**config.mk**
```make
export PLATFORM = sky130hd
export DESIGN_NAME = if_fetch_unit
export DESIGN_NICKNAME = d
export VERILOG_FILES = /design/src/rtl/if_pkg.sv /design/src/rtl/if_instr_fifo.sv /design/src/rtl/if_fetch_unit.sv
export SDC_FILE = /design/constraint.sdc
export NUM_CORES = 1
export LEC_CHECK = 0
export ABC_AREA = 1
export BUFFER_PORTS_ARGS = -buffer_cell sky130_fd_sc_hd__buf_4
export CAP_MARGIN = 20
export CORE_AREA = 2 2 171 173
export DETAILED_ROUTE_END_ITERATION = 8
export DIE_AREA = 0 0 173 175
export PLACE_DENSITY_LB_ADDON = 0.1
export SLEW_MARGIN = 5
export SYNTH_ARGS = -nofsm -noshare
export SYNTH_HDL_FRONTEND = slang
export SYNTH_SLANG_ARGS = --single-unit
```
**constraint.sdc**
```tcl
create_clock -name clk -period 2.6 [get_ports clk]
set_input_delay 0.13 -clock clk [delete_from_list [all_inputs] [get_ports clk]]
set_output_delay 0.13 -clock clk [all_outputs]
set_load 0.01 [all_outputs]
```
**src/rtl/if_pkg.sv**
```systemverilog
// Shared types and constants for the RV32I instruction-fetch stage.
package if_pkg;

    localparam int          XLEN             = 32;
    localparam int          INSTR_BYTES      = 4;
    localparam logic [31:0] RESET_PC_DEFAULT = 32'h0000_0000;
    localparam logic [31:0] NOP_INSTR        = 32'h0000_0013;

    typedef enum logic {
        FETCH_RUN  = 1'b0,
        FETCH_HALT = 1'b1
    } fetch_state_e;

endpackage

```
**src/rtl/if_instr_fifo.sv**
```systemverilog
// Synchronous FIFO holding {pc, instr} pairs between imem responses and decode.
module if_instr_fifo
    import if_pkg::*;
#(
    parameter int DEPTH = 2,
    parameter int WIDTH = 2 * XLEN,
    parameter int CW    = $clog2(DEPTH) + 1
) (
    input  logic             clk,
    input  logic             rst_n,
    input  logic             flush,
    input  logic             push,
    input  logic [WIDTH-1:0] push_data,
    input  logic             pop,
    output logic [WIDTH-1:0] head_data,
    output logic [CW-1:0]    count
);

    localparam int AW = $clog2(DEPTH);

    logic [WIDTH-1:0] mem [DEPTH];
    logic [AW-1:0]    wr_ptr;
    logic [AW-1:0]    rd_ptr;
    logic             full;
    logic             empty;
    logic             do_push;
    logic             do_pop;

    assign full      = (count == CW'(DEPTH));
    assign empty     = (count == '0);
    assign do_pop    = pop && !empty;
    // A full queue still accepts a push when the head leaves in the same cycle.
    assign do_push   = push && (!full || do_pop);
    assign head_data = mem[rd_ptr];

    always_ff @(posedge clk or negedge rst_n) begin
        if (!rst_n) begin
            wr_ptr <= '0;
            rd_ptr <= '0;
            count  <= '0;
            for (int i = 0; i < DEPTH; i++) begin
                mem[i] <= '0;
            end
        end else if (flush) begin
            wr_ptr <= '0;
            rd_ptr <= '0;
            count  <= '0;
        end else begin
            if (do_push) begin
                mem[wr_ptr] <= push_data;
                wr_ptr      <= wr_ptr + 1'b1;
            end
            if (do_pop) begin
                rd_ptr <= rd_ptr + 1'b1;
            end
            count <= count + CW'(do_push) - CW'(do_pop);
        end
    end

endmodule

```
**src/rtl/if_fetch_unit.sv**
```systemverilog
// RV32I fetch stage: PC, credit-limited imem requests, stale-response dropping on redirect.
// Optional IF_MISALIGN_TRAP_EN: misaligned redirects halt fetch and raise fetch_misaligned.
module if_fetch_unit
    import if_pkg::*;
#(
    parameter logic [31:0] RESET_PC   = RESET_PC_DEFAULT,
    parameter int          FIFO_DEPTH = 2
) (
    input  logic            clk,
    input  logic            rst_n,
    input  logic            redirect_valid,
    input  logic [XLEN-1:0] redirect_pc,
    output logic            imem_req_valid,
    output logic [XLEN-1:0] imem_req_addr,
    input  logic            imem_req_ready,
    input  logic            imem_rsp_valid,
    input  logic [XLEN-1:0] imem_rsp_data,
    output logic            instr_valid,
    output logic [XLEN-1:0] instr_out,
    output logic [XLEN-1:0] instr_pc,
`ifdef IF_MISALIGN_TRAP_EN
    output logic            fetch_misaligned,
`endif
    input  logic            instr_ready
);

    localparam int CW = $clog2(FIFO_DEPTH) + 1;

    logic [XLEN-1:0]   pc;
    logic [XLEN-1:0]   rsp_pc;
    logic [CW-1:0]     inflight;
    logic [CW-1:0]     drop_cnt;
    logic [CW-1:0]     count;
    logic [CW:0]       credit_used;
    logic [2*XLEN-1:0] head;
    logic [XLEN-1:0]   target_pc;
    logic              active;
    logic              halted;
    logic              req_fire;
    logic              drop_rsp;
    logic              push;
    logic              pop;

    assign target_pc = {redirect_pc[XLEN-1:2], 2'b00};

`ifdef IF_MISALIGN_TRAP_EN
    fetch_state_e state;
    fetch_state_e state_next;

    always_ff @(posedge clk or negedge rst_n) begin
        if (!rst_n) begin
            state <= FETCH_RUN;
        end else begin
            state <= state_next;
        end
    end

    always_comb begin
        state_next = state;
        if (redirect_valid) begin
            state_next = (redirect_pc[1:0] != 2'b00) ? FETCH_HALT : FETCH_RUN;
        end
    end

    assign halted           = (state == FETCH_HALT);
    assign fetch_misaligned = halted;
`else
    logic unused_low_bits;

    assign halted          = 1'b0;
    assign unused_low_bits = ^redirect_pc[1:0];
`endif

    // inflight includes requests already marked for dropping, so credits stay exact.
    assign credit_used    = {1'b0, inflight} + {1'b0, count};
    assign imem_req_valid = active && !halted && !redirect_valid
                            && (credit_used < (CW+1)'(FIFO_DEPTH));
    assign imem_req_addr  = pc;
    assign req_fire       = imem_req_valid && imem_req_ready;
    assign drop_rsp       = (drop_cnt != '0) || halted;
    assign push           = imem_rsp_valid && !drop_rsp && !redirect_valid;
    assign pop            = instr_valid && instr_ready && !redirect_valid;
    assign instr_valid    = (count != '0);
    assign {instr_pc, instr_out} = head;

    always_ff @(posedge clk or negedge rst_n) begin
        if (!rst_n) begin
            pc       <= RESET_PC;
            rsp_pc   <= RESET_PC;
            inflight <= '0;
            drop_cnt <= '0;
            active   <= 1'b0;
        end else begin
            active   <= 1'b1;
            inflight <= inflight + CW'(req_fire) - CW'(imem_rsp_valid);
            if (redirect_valid) begin
                pc       <= target_pc;
                rsp_pc   <= target_pc;
                drop_cnt <= inflight + CW'(req_fire) - CW'(imem_rsp_valid);
            end else begin
                if (req_fire) begin
                    pc <= pc + XLEN'(INSTR_BYTES);
                end
                if (push) begin
                    rsp_pc <= rsp_pc + XLEN'(INSTR_BYTES);
                end
                if (imem_rsp_valid && (drop_cnt != '0)) begin
                    drop_cnt <= drop_cnt - 1'b1;
                end
            end
        end
    end

    if_instr_fifo #(
        .DEPTH (FIFO_DEPTH),
        .WIDTH (2 * XLEN),
        .CW    (CW)
    ) u_fifo (
        .clk       (clk),
        .rst_n     (rst_n),
        .flush     (redirect_valid),
        .push      (push),
        .push_data ({rsp_pc, imem_rsp_data}),
        .pop       (pop),
        .head_data (head),
        .count     (count)
    );

endmodule

```
# Word level (Yosys, flattened, before mapping)

Index checks and enable logic that the tools add are counted.

Register bits: 201
Input bits: 70
Output and inout port bits: 98
Word-level logic and storage cells: 70

Add/subtract/negate cells: 10
Magnitude comparators: 4
Equality and inequality tests: 1
Multiplexer cells: 17
Bitwise logic cells: 3
Reduce and logical (&&, ||, !) cells: 25

Operators by type and width:

| operator                                                  | number |
|---|---|
| two-way mux 64 bit                                        | 4 |
| bitwise mux 128 bit                                       | 1 |
| two-way mux 32 bit                                        | 4 |
| adder 32 x 3 -> 32 bit (second input constant)            | 2 |
| demux 64 bit (select 1 bit)                               | 1 |
| nonzero test 2 bit                                        | 7 |
| logical AND 1 bit                                         | 11 |
| two-way mux 2 bit                                         | 3 |
| adder 2 x 1 -> 2 bit                                      | 2 |
| greater-or-equal comparator 2 bit (second input constant) | 2 |
| zero test 1 bit                                           | 4 |
| two-way mux 1 bit                                         | 4 |
| NOT 1 -> 2 bit                                            | 2 |
| subtractor 2 x 1 -> 2 bit                                 | 2 |
| adder 2 x 2 -> 3 bit                                      | 1 |
| < comparator 3 x 2 -> 1 bit (second input constant)       | 1 |
| adder 1 bit (second input constant)                       | 2 |
| == test 2 bit (second input constant)                     | 1 |
| zero test 2 bit                                           | 1 |
| < comparator 2 x 1 -> 1 bit (second input constant)       | 1 |
| AND reduction 2 bit                                       | 1 |
| subtractor 2 x 1 -> 2 bit (second input constant)         | 1 |
| logical OR 1 bit                                          | 1 |
| NOT 1 bit                                                 | 1 |

# Logic depth before layout (Yosys ltp)

Gate-level depths: netlist (run 1).

Word-level depth: 9
Depth in mapped cells: 15
Depth with buffers taken out: 14

# Hierarchy

A second synthesis (run 1) with hierarchy kept.

Cells, all modules: 1,472
Area, all modules: 10,877.9 um^2

Modules (own cells, without submodules):

| module        | instances | cells an instance | area each (um^2) | sequential area each (um^2) |
|---|---|---|---|---|
| if_instr_fifo | 1         | 809               | 6,378.6          | 3,303.2 |
| if_fetch_unit | 1         | 663               | 4,499.3          | 1,626.6 |

# Least setup slack after synthesis (run 1)

Ideal clock, no wire load.

Path kind: flip-flop to flip-flop
Start: register u_fifo.count[0]
End: register drop_cnt[1]
Data arrival time: 2.405 ns
Required time: 2.523 ns
Path slack: 0.118 ns
Stages on the path, launching flop included: 16
Cell sequence: dfrtp_1 > nand2_1 > inv_1 > fa_1 > nor2_1 > nand3_1 > inv_1 > nand2_2 > buf_1 > ha_1 > inv_1 > ha_1 > xnor2_1 > xnor2_1 > nor2_1 > a21oi_1

Word-level cells in the longest chain between the ends: 7

RTL lines:

| item                        | line                 | RTL |
|---|---|---|
| start: declaration          | if_instr_fifo.sv:16  | `output logic [CW-1:0] count` |
| start signal: assignment    | if_instr_fifo.sv:56  | `count <= count + CW'(do_push) - CW'(do_pop);` |
| adder 2 x 2 -> 3 bit        | if_fetch_unit.sv:75  | `assign credit_used = {1'b0, inflight} + {1'b0, count};` |
| < comparator 3 x 2 -> 1 bit | if_fetch_unit.sv:77  | `&& (credit_used < (CW+1)'(FIFO_DEPTH));` |
| logical AND 1 bit           | if_fetch_unit.sv:77  |  |
| named net imem_req_valid    | if_fetch_unit.sv:13  | `output logic imem_req_valid,` |
| logical AND 1 bit           | if_fetch_unit.sv:79  | `assign req_fire = imem_req_valid && imem_req_ready;` |
| adder 2 x 1 -> 2 bit        | if_fetch_unit.sv:99  | `drop_cnt <= inflight + CW'(req_fire) - CW'(imem_rsp_valid);` |
| subtractor 2 x 1 -> 2 bit   | if_fetch_unit.sv:99  |  |
| two-way mux 2 bit           | if_fetch_unit.sv:96  | `if (redirect_valid) begin` |
| end signal: assignment      | if_fetch_unit.sv:99  |  |
| end signal: assignment      | if_fetch_unit.sv:108 | `drop_cnt <= drop_cnt - 1'b1;` |
| end: declaration            | if_fetch_unit.sv:32  | `logic [CW-1:0] drop_cnt;` |

The timed path passes the listed nets, and every way through them passes these cells.
A chain may end at the register's enable or synchronous reset.

# Final worst setup path (run 1)

Start: register u_fifo.count[0]
End: register drop_cnt[1]

Word-level cells in the longest chain between the ends: 7

RTL lines:

| item                        | line |
|---|---|
| adder 2 x 2 -> 3 bit        | if_fetch_unit.sv:75 |
| < comparator 3 x 2 -> 1 bit | if_fetch_unit.sv:77 |
| logical AND 1 bit           | if_fetch_unit.sv:77 |
| logical AND 1 bit           | if_fetch_unit.sv:79 |
| adder 2 x 1 -> 2 bit        | if_fetch_unit.sv:99 |
| subtractor 2 x 1 -> 2 bit   | if_fetch_unit.sv:99 |
| two-way mux 2 bit           | if_fetch_unit.sv:96 |

No other way between the ends.

==> results of run 1 <==
==> stage by stage <==
stage,util [%],std cells
floorplan,-,1317
global placement,40.34,1824
detailed placement,40.34,1824
CTS,44.32,1908
global route,44.32,1908
finish,44.32,1908
==> final timing paths <==
kind,to,slack [ns],cells past startpoint
max,drop_cnt[1],0.28,14
min,imem_req_addr[19],0.01,3
max reg2reg,drop_cnt[1],0.28,14
min reg2reg,u_fifo.mem[107],0.49,2
max in group asynchronous,u_fifo.mem[58],1.55,3
min in group asynchronous,u_fifo.mem[26],0.24,2
==> layout make-up <==
type / count / area share [%]
timing repair buffer: 232 / 15.42
inverter: 136 / 4.056
tap: 384 / 3.818
clock inverter: 15 / 1.471
multi-input combinational: 931 / 33.47
sequential: 193 / 38.39
clock buffer: 17 / 3.380
==> per-layer routing <==
layer	part of all wire [%]	track usage [%]	vias up
met5	0	0	-
met3	4.4	2.807	21
met1	51	27.60	4116
li1	-	-	4545
met4	1.4	4.520	0
met2	44	29.72	246
==> critical path: stages, from the launching register on <==
cell     delay (ns)
dfrtp_1        0.41
nand2_1        0.07
inv_1          0.04
fa_1           0.43
nor2_1         0.11
nand3_1        0.07
inv_1          0.08
nand2_2        0.06
ha_1           0.26
inv_1          0.04
ha_1           0.18
xnor2_1        0.17
xnor2_1        0.16
nor2_1         0.06
a21oi_1        0.11
==> cell families (layout without fill, tap and decap cells) <==
kind of cell | count (synthesis) | count (layout) | share of synthesized area [%]
AOI/OAI and AO/OA | 208 | 208 | 11.40
xor gates and xnor gates | 21 | 21 | 1.866
adders and majority gates | 8 | 8 | 1.091
buffers and inverters | 193 | 400 | 8.478
DFF | 193 | 193 | 48.99
other | 2 | 5 | 0.07618
and+or+nand+nor | 689 | 689 | 28.10
==> flip-flops by register name, indices dropped and copies added (netlist names) <==
signal and count:
inflight 2, imem_req_addr 30, u_fifo.mem 124, drop_cnt 2, active 1, rsp_pc 30
u_fifo.wr_ptr 1, u_fifo.rd_ptr 1, u_fifo.count 2
==> power by group <==
group | total, mW | internal (mW) | switching (mW) | leakage (nW)
clock network | 2.75 | 1.39 | 1.36 | 0.293
logic | 3.61 | 1.65 | 1.97 | 3.59
registers | 4.58 | 3.96 | 0.611 | 2.47
total | 10.9 | 7.00 | 3.93 | 6.36
==> cell usage in the layout (no fill, tap or decap), types with 51 or more instances in the layout <==
cell type,Yosys,final
dfrtp_1,193,192
nor2_1,67,67
dlygate4sd3_1,0,52
o21ai_1,51,51
nand3_1,63,63
buf_4,11,174
o21ai_0,109,109
inv_1,131,131
nand2_1,515,515
==> metrics, run 1 <==
ys flop type=dfrtp_1; register bit total from synthesis=between 150 and 200; CP Class=reg2reg; Final GP Congestion=around 0.9; Leak Pwr=~6.4 nW; syn avg cell area=~7.5 um2; Die Height=approximately 180 um; final setup vio count=0; DRT Pass-1 Iters=7; count leader, synth=nand2_1; fin. max-slew vios=0; Area growth, synth to finish=27.66%; # DRC=0; Tmin final=between 2 and 2.5 ns; Period Utilization, post-route=around 89%; CTS Buf Count=17; io pins=roughly 170; status=completed; # Post-CTS Setup Buffers=0; post_cts resized=0; Final HPWL DP=around 19000 um; hold path startpoint=redirect_pc[19]; Multi-input gate area=4212 um2; CP Capture Type=flop; fraction of layout cells with a size suffix above 1=15.16%; GRT Total Usage=between 10% and 20%; Worst Path Arrival=2.69 ns; # hold bufs at CTS=between 50 and 60; Ys Warns=0; Synth top area share=48.99%; CTS tree=yes; Sink Count=between 150 and 200; Clock Skew=approximately 0.022 ns; via-per-instance ratio=4.679; worst relative slew slack=between 40% and 50%; Nets=1589; largest net degree at the start of global routing=approximately 130; Tot Pwr=10.94 mW; Req. time, crit path=just under 3 ns; most area-hungry cell type in the Yosys netlist=dfrtp_1; Final WS setup=around 0.28 ns; Clock Pin Slew Worst Setup and Hold Paths=0.09 ns; routed wire length per instance=around 15 um; antenna-violating nets left=0; Hold/Removal Path Class=in2reg; Post-synth EDFFs=0; reg2reg start=u_fifo.count[0]; Critical Path Source Type=flop; Syn Inst Count=about 1300; Placement Cell Area=about 11000 um2; CTS Root Cell=clkbuf_16; vias=roughly 8900; Final Cell Area=12580 um2; Core Region=about 28000 um2; Filler cells=roughly 3000; largest cells by area after synthesis=dfrtp_1, nand2_1, o21ai_0, inv_1, nand3_1; Hold Vio Cnt, Final=0; die width=roughly 170 um; max cap viols=0; peak supply drop=~450 uV; clock buffer depth=2; slew at the pin with the worst max-slew slack=between 0.7 and 0.8 ns; sequential element share of the synthesized area=48.99%; ant diodes=0; cell area after synthesis=9858 um2; row count=between 60 and 70; maximum clock frequency=roughly 430 MHz; Die Area=30280 um2; setup TNS=0 ns; clk_lat worst skew=roughly 0.44 ns; overflow left after global routing=0; DRT iter0 DRCs=between 500 and 600; worst slack at placement=0.2461 ns; Power Density=between 800 and 900 nW/um2; Post-synth top cells=nand2_1, dfrtp_1, inv_1, o21ai_0, nor2_1; register area=4831 um2; hold slack final=0.009626 ns; final wirelength=28040 um; unrepaired setup endpoints after global routing=false; initial antenna violation count=0; htree depth=4; Yosys cell types=36; vias in the first global route=between 8000 and 9000; first-pass GRT wire length=~46000 um; Port Buffer Count=161; FFs w/ async S/R, synth=100.0%; Initial Utilization=a little over a third; crit path max fanout=3; CP startpoint=u_fifo.count[0]
No activity file was read; power rests on OpenSTA's default activity.
==> inputs of run 2 (changes only) <==
==> constraint.sdc (replaced) <==
create_clock -name clk -period 2.5 [get_ports clk]
set_input_delay 0.125 -clock clk [delete_from_list [all_inputs] [get_ports clk]]
set_output_delay 0.125 -clock clk [all_outputs]
set_load 0.01 [all_outputs]
==> metrics, run 2 (synthesized netlist as in run 1, its figures left out) <==
status=completed; Gate power share=between 30% and 40%; vias=approximately 9000; fraction of layout cells with a size suffix above 1=between 10% and 20%; row count=slightly above 60; via-per-instance ratio=between 4 and 5; # DRC=0; Multi-input gate area=~4200 um2; Leak Pwr=between 6 and 7 nW; register area=about 4800 um2; first-pass GRT wire length=~46000 um; ant diodes=0; Critical Path Source Type=flop; final setup vio count=0; CTS tree=yes; Post-Place Cells=1829; Placement Cell Area=~12000 um2; largest net degree at the start of global routing=77; htree depth=4; routed wire length per instance=14.53 um; Internal=about 7.2 mW; Port Buffer Count=around 160; antenna-violating nets left=0; Final HPWL DP=19790 um; Die Area=roughly 30000 um2; Sw Ratio=between 30% and 40%; vias in the first global route=8621; initial antenna violation count=0; Power Density=roughly 900 nW/um2; DRT iter0 DRCs=594; setup TNS=0 ns; DRT Pass-1 Iters=5; peak supply drop=roughly 470 uV; Area growth, synth to finish=28.18%; Worst Path Arrival=2.67 ns; clk_lat worst skew=~0.43 ns; maximum clock frequency=about 430 MHz; unrepaired setup endpoints after global routing=false; CP Capture Type=flop; clock share of power=between 20% and 30%; Period Utilization, post-route=slightly above 90%; Final GP Congestion=0.9010; fin. max-slew vios=0; Final Cell Area=12640 um2; Largest register FFs=around 120; GRT Total Usage=18.75%; CP Class=reg2reg; Core Region=between 20000 and 30000 um2; Final WS setup=0.1907 ns; Filler cells=slightly below 3000; CTS Buf Count=17; Reg with most FFs=u_fifo.mem; Hold/Removal Path Class=in2reg; Initial Utilization=34.72%; Req. time, crit path=approximately 2.9 ns; Clock Skew=0.01613 ns; worst slack at placement=a little under 0.2 ns; Cell Count, Final, Fillers Out=between 1500 and 2000; CTS Root Cell=clkbuf_16; max cap viols=0; crit path max fanout=2; Switch Pwr=about 4.0 mW; overflow left after global routing=0; Sink Count=roughly 190; Tmin final=approximately 2.3 ns; most common cell after layout, fill and taps aside=nand2_1; clock buffer depth=2; final wirelength=27820 um; Seq pwr share=around 42%; worst relative slew slack=between 40% and 50%; Die Height=approximately 180 um; Hold Vio Cnt, Final=0; commonest non-fill, non-tap cells in the layout=nand2_1, dfrtp_1, buf_4; slew at the pin with the worst max-slew slack=approximately 0.76 ns; Nets=between 1500 and 2000; Clock Pin Slew Worst Setup and Hold Paths=0.08 ns; die width=173 um; io pins=between 150 and 200
## run 2: cell count changes in the layout (fill, tap and decap cells not counted), moves of 2 or more
cell,delta
buf_4,+4
inv_8,-4
inv_6,+3
buf_12,+2
## run 2: through the flow
step / hold slack [ns] / utilization (%) / power (mW)
2_1_floorplan: -0.1706 / - / 6.845
6_report: 0.01934 / 44.50 / 11.26
5_1_grt: 0.01831 / 44.50 / 12.12
3_5_place_dp: 0.2045 / 40.56 / 8.574
4_1_cts: 0.003125 / 44.44 / 11.39
3_3_place_gp: 0.2001 / 40.56 / 8.501
## run 2: critical path, stage by stage (launching register included)
cell and delay, ns:
dfrtp_1 0.40, nand2_1 0.07, inv_1 0.04, fa_1 0.44, nor2_1 0.11, nand3_1 0.09, inv_2 0.07, nand2_2 0.05
ha_1 0.26, inv_1 0.04, ha_2 0.18, xnor2_2 0.13, xnor2_1 0.20, nor2_1 0.06, a21oi_1 0.11
## run 2: metal layers
layer,GRT usage (%),up-vias,share of wire (%)
li1,-,4564,-
met1,27.29,4148,50
met2,29.23,235,44
met3,2.894,22,4.7
met4,4.696,0,1.5
met5,0,-,0
## run 2: repair_timing
action | in CTS | in global routing
setup buffers | 0 | 1
hold buffers | 52 | 0
hold endpoints to repair | 163 | 0
gates resized for setup | 0 | 3
endpoints found under the setup margin | 0 | 1
## run 2: worst paths after layout
kind	from	to	slack [ns]	cells past startpoint
worst min register to register	u_fifo.mem[99]	u_fifo.mem[99]	0.49	2
min in group asynchronous	rst_n	u_fifo.mem[26]	0.28	2
worst max register to register	inflight[0]	drop_cnt[1]	0.19	14
worst min-delay path	redirect_pc[14]	imem_req_addr[14]	0.02	3
max in group asynchronous	rst_n	rsp_pc[17]	1.43	3
worst max-delay path	inflight[0]	drop_cnt[1]	0.19	14
## run 2: final cells by class
class | count | share of cell area (%)
Sequential cell | 193 | 38.23
Multi-Input combinational cell | 931 | 33.41
Timing Repair Buffer | 238 | 15.91
Inverter | 136 | 4.040
Tap cell | 384 | 3.802
Clock buffer | 18 | 3.476
Clock inverter | 14 | 1.129
## run 2: power groups by stage
| stage | sequential, mW | combinational, mW | clock, mW |
|---|---|---|---|
| finish | 4.77 | 3.79 | 2.70 |
| global route | 4.91 | 4.30 | 2.91 |
| CTS | 4.76 | 3.84 | 2.80 |
| detailed placement | 4.81 | 3.76 | 0 |
| global placement | 4.79 | 3.71 | 0 |
| floorplan | 4.69 | 2.15 | 0 |
==> inputs of run 3 (changes only) <==
--- a/config.mk
+++ b/config.mk
@@ -11,7 +11,7 @@
 export CORE_AREA = 2 2 171 173
 export DETAILED_ROUTE_END_ITERATION = 8
 export DIE_AREA = 0 0 173 175
-export PLACE_DENSITY_LB_ADDON = 0.1
+export PLACE_DENSITY_LB_ADDON = 0.12
 export SLEW_MARGIN = 5
 export SYNTH_ARGS = -nofsm -noshare
 export SYNTH_HDL_FRONTEND = slang
==> metrics, run 3 (synthesized netlist as in run 1, its figures left out) <==
status=completed; final setup vio count=0; DRT iter0 DRCs=578; CP Buf/Inv Count=3; Final WS setup=between 0.15 and 0.2 ns; FF-to-FF setup slack=~0.16 ns; CTS tree=yes; Final GP Congestion=between 0.8 and 0.9; Tmin final=2.340 ns; Clock Pin Slew Worst Setup and Hold Paths=~0.080 ns; CP Class=reg2reg; maximum clock frequency=between 400 and 500 MHz; unrepaired setup endpoints after global routing=true; most common cell after layout, fill and taps aside=nand2_1; Area growth, synth to finish=28.14%; htree depth=4; worst path cell trace=nand2_1 -> inv_1 -> fa_1 -> nor2_1 -> nand3_1 -> inv_2 -> nand2_2 -> ha_4 -> inv_1 -> ha_2 -> xnor2_1 -> xnor2_1 -> nor2_1 -> a21oi_1; worst relative slew slack=47.24%; commonest non-fill, non-tap cells in the layout=nand2_1, dfrtp_1, buf_4; Sink Count=193; GRT Total Usage=between 15 and 20%; CP Capture Type=flop; antenna-violating nets left=0; initial antenna violation count=0; fin. max-slew vios=0; overflow left after global routing=0; worst slack at placement=approximately 0.17 ns; Worst Path Arrival=2.71 ns; Critical Path Source Type=flop; CP max stage cell=fa_1; Leak Pwr=6.369 nW; first-pass GRT wire length=between 40000 and 50000 um; die width=around 170 um; Top delay family on crit path=adder cells; capture point of the worst reg-to-reg path=drop_cnt[1]; max cap viols=0; # DRC=0; hold path startpoint=redirect_pc[3]; via-per-instance ratio=between 4 and 5; Util after Layout=44.49%; reg2reg start=u_fifo.count[0]; Power Density=roughly 900 nW/um2; Die Height=175 um; vias=slightly below 9000; Period Utilization, post-route=approximately 94%; Final HPWL DP=roughly 19000 um; Die Area=a little over 30000 um2; Reg2Reg Depth=14; row count=a little over 60; ant diodes=0; Largest register FFs=roughly 120; Tot Pwr=between 10 and 15 mW; slew at the pin with the worst max-slew slack=0.7913 ns; DRT Pass-1 Iters=5; final wirelength=around 28000 um; vias in the first global route=8586; peak supply drop=458.5 uV; clk_lat worst skew=0.44 ns; crit path max fanout=2; clock buffer depth=2; Req. time, crit path=about 2.9 ns; io pins=168; Initial Utilization=a little over a third; Nets=between 1500 and 2000; worst hold endpoint=imem_req_addr[3]; setup TNS=0 ns; routed wire length per instance=roughly 14 um; CTS Buf Count=17; Max stage delay on crit path=0.42 ns; hold depth=3; Hold Vio Cnt, Final=0; Hold/Removal Path Class=in2reg; CTS Root Cell=clkbuf_16; Clock Skew=around 0.016 ns; Reg with most FFs=u_fifo.mem; hold slack final=around 0.021 ns; Port Buffer Count=roughly 160; Core Region=~28000 um2; fraction of layout cells with a size suffix above 1=15.43%; largest net degree at the start of global routing=around 130
run 3: changes by cell type in the layout (fill, tap and decap cells not counted), sizes merged:
cell / delta
clkinvlp: +1
inv: -1
dlygate4sd3: +2
clkinv: -1
bufinv: +1
buf: -3
run 3: area by class of cell:
type	instances	area, um2
tap	384	480.5
timing repair buffer	237	1983
fill	2945	15760
sequential	193	4831
clock buffer	18	429.2
clock inverter	14	171.4
inverter	136	510.5
multi-input combinational	931	4227
run 3: worst reg2reg max path, delay by kind of cell, from the launching register on:
| kind | cells | cell delay (ns) |
|---|---|---|
| flip-flops | 1 | 0.40 |
| AND/OR/NAND/NOR | 5 | 0.42 |
| adder cells (fa/ha/maj) | 3 | 0.84 |
| XOR/XNOR | 2 | 0.35 |
| AO/OA/AOI/OAI | 1 | 0.11 |
| buffers and inverters | 3 | 0.14 |
run 3: layer usage:
layer	global-route usage (%)	vias up	wire [um]
met5	0	-	0
met1	27.21	4123	14170
li1	-	4556	-
met2	28.68	225	11910
met3	2.611	26	1138
met4	5.120	0	399
run 3: worst max path at each step:
| stage | start | to | depth (start not counted) |
|---|---|---|---|
| floorplan | u_fifo.count[0] | drop_cnt[1] | 15 |
| global placement | inflight[0] | drop_cnt[1] | 14 |
| detailed placement | u_fifo.count[0] | drop_cnt[1] | 14 |
| CTS | u_fifo.count[0] | drop_cnt[1] | 14 |
| global route | u_fifo.count[0] | drop_cnt[1] | 14 |
| finish | u_fifo.count[0] | drop_cnt[1] | 14 |
run 3: stage by stage:
stage / std cells / instance area, um2
finish: 1913 / 12630
global placement: 1825 / 11460
global route: 1913 / 12630
floorplan: 1317 / 9869
CTS: 1911 / 12600
detailed placement: 1825 / 11460
run 3: repair_timing:
item / in CTS / in global routing
setup buffers: 0 / 2
endpoints found under the setup margin: 0 / 1
endpoints found under the hold margin: 154 / 0
resized for setup: 0 / 3
hold buffers: 54 / 0
run 3: report_power, final:
group,total [mW],switching [mW],internal [mW]
Sequential,4.76,0.632,4.12
Combinational,3.78,2.06,1.73
Clock,2.80,1.37,1.43
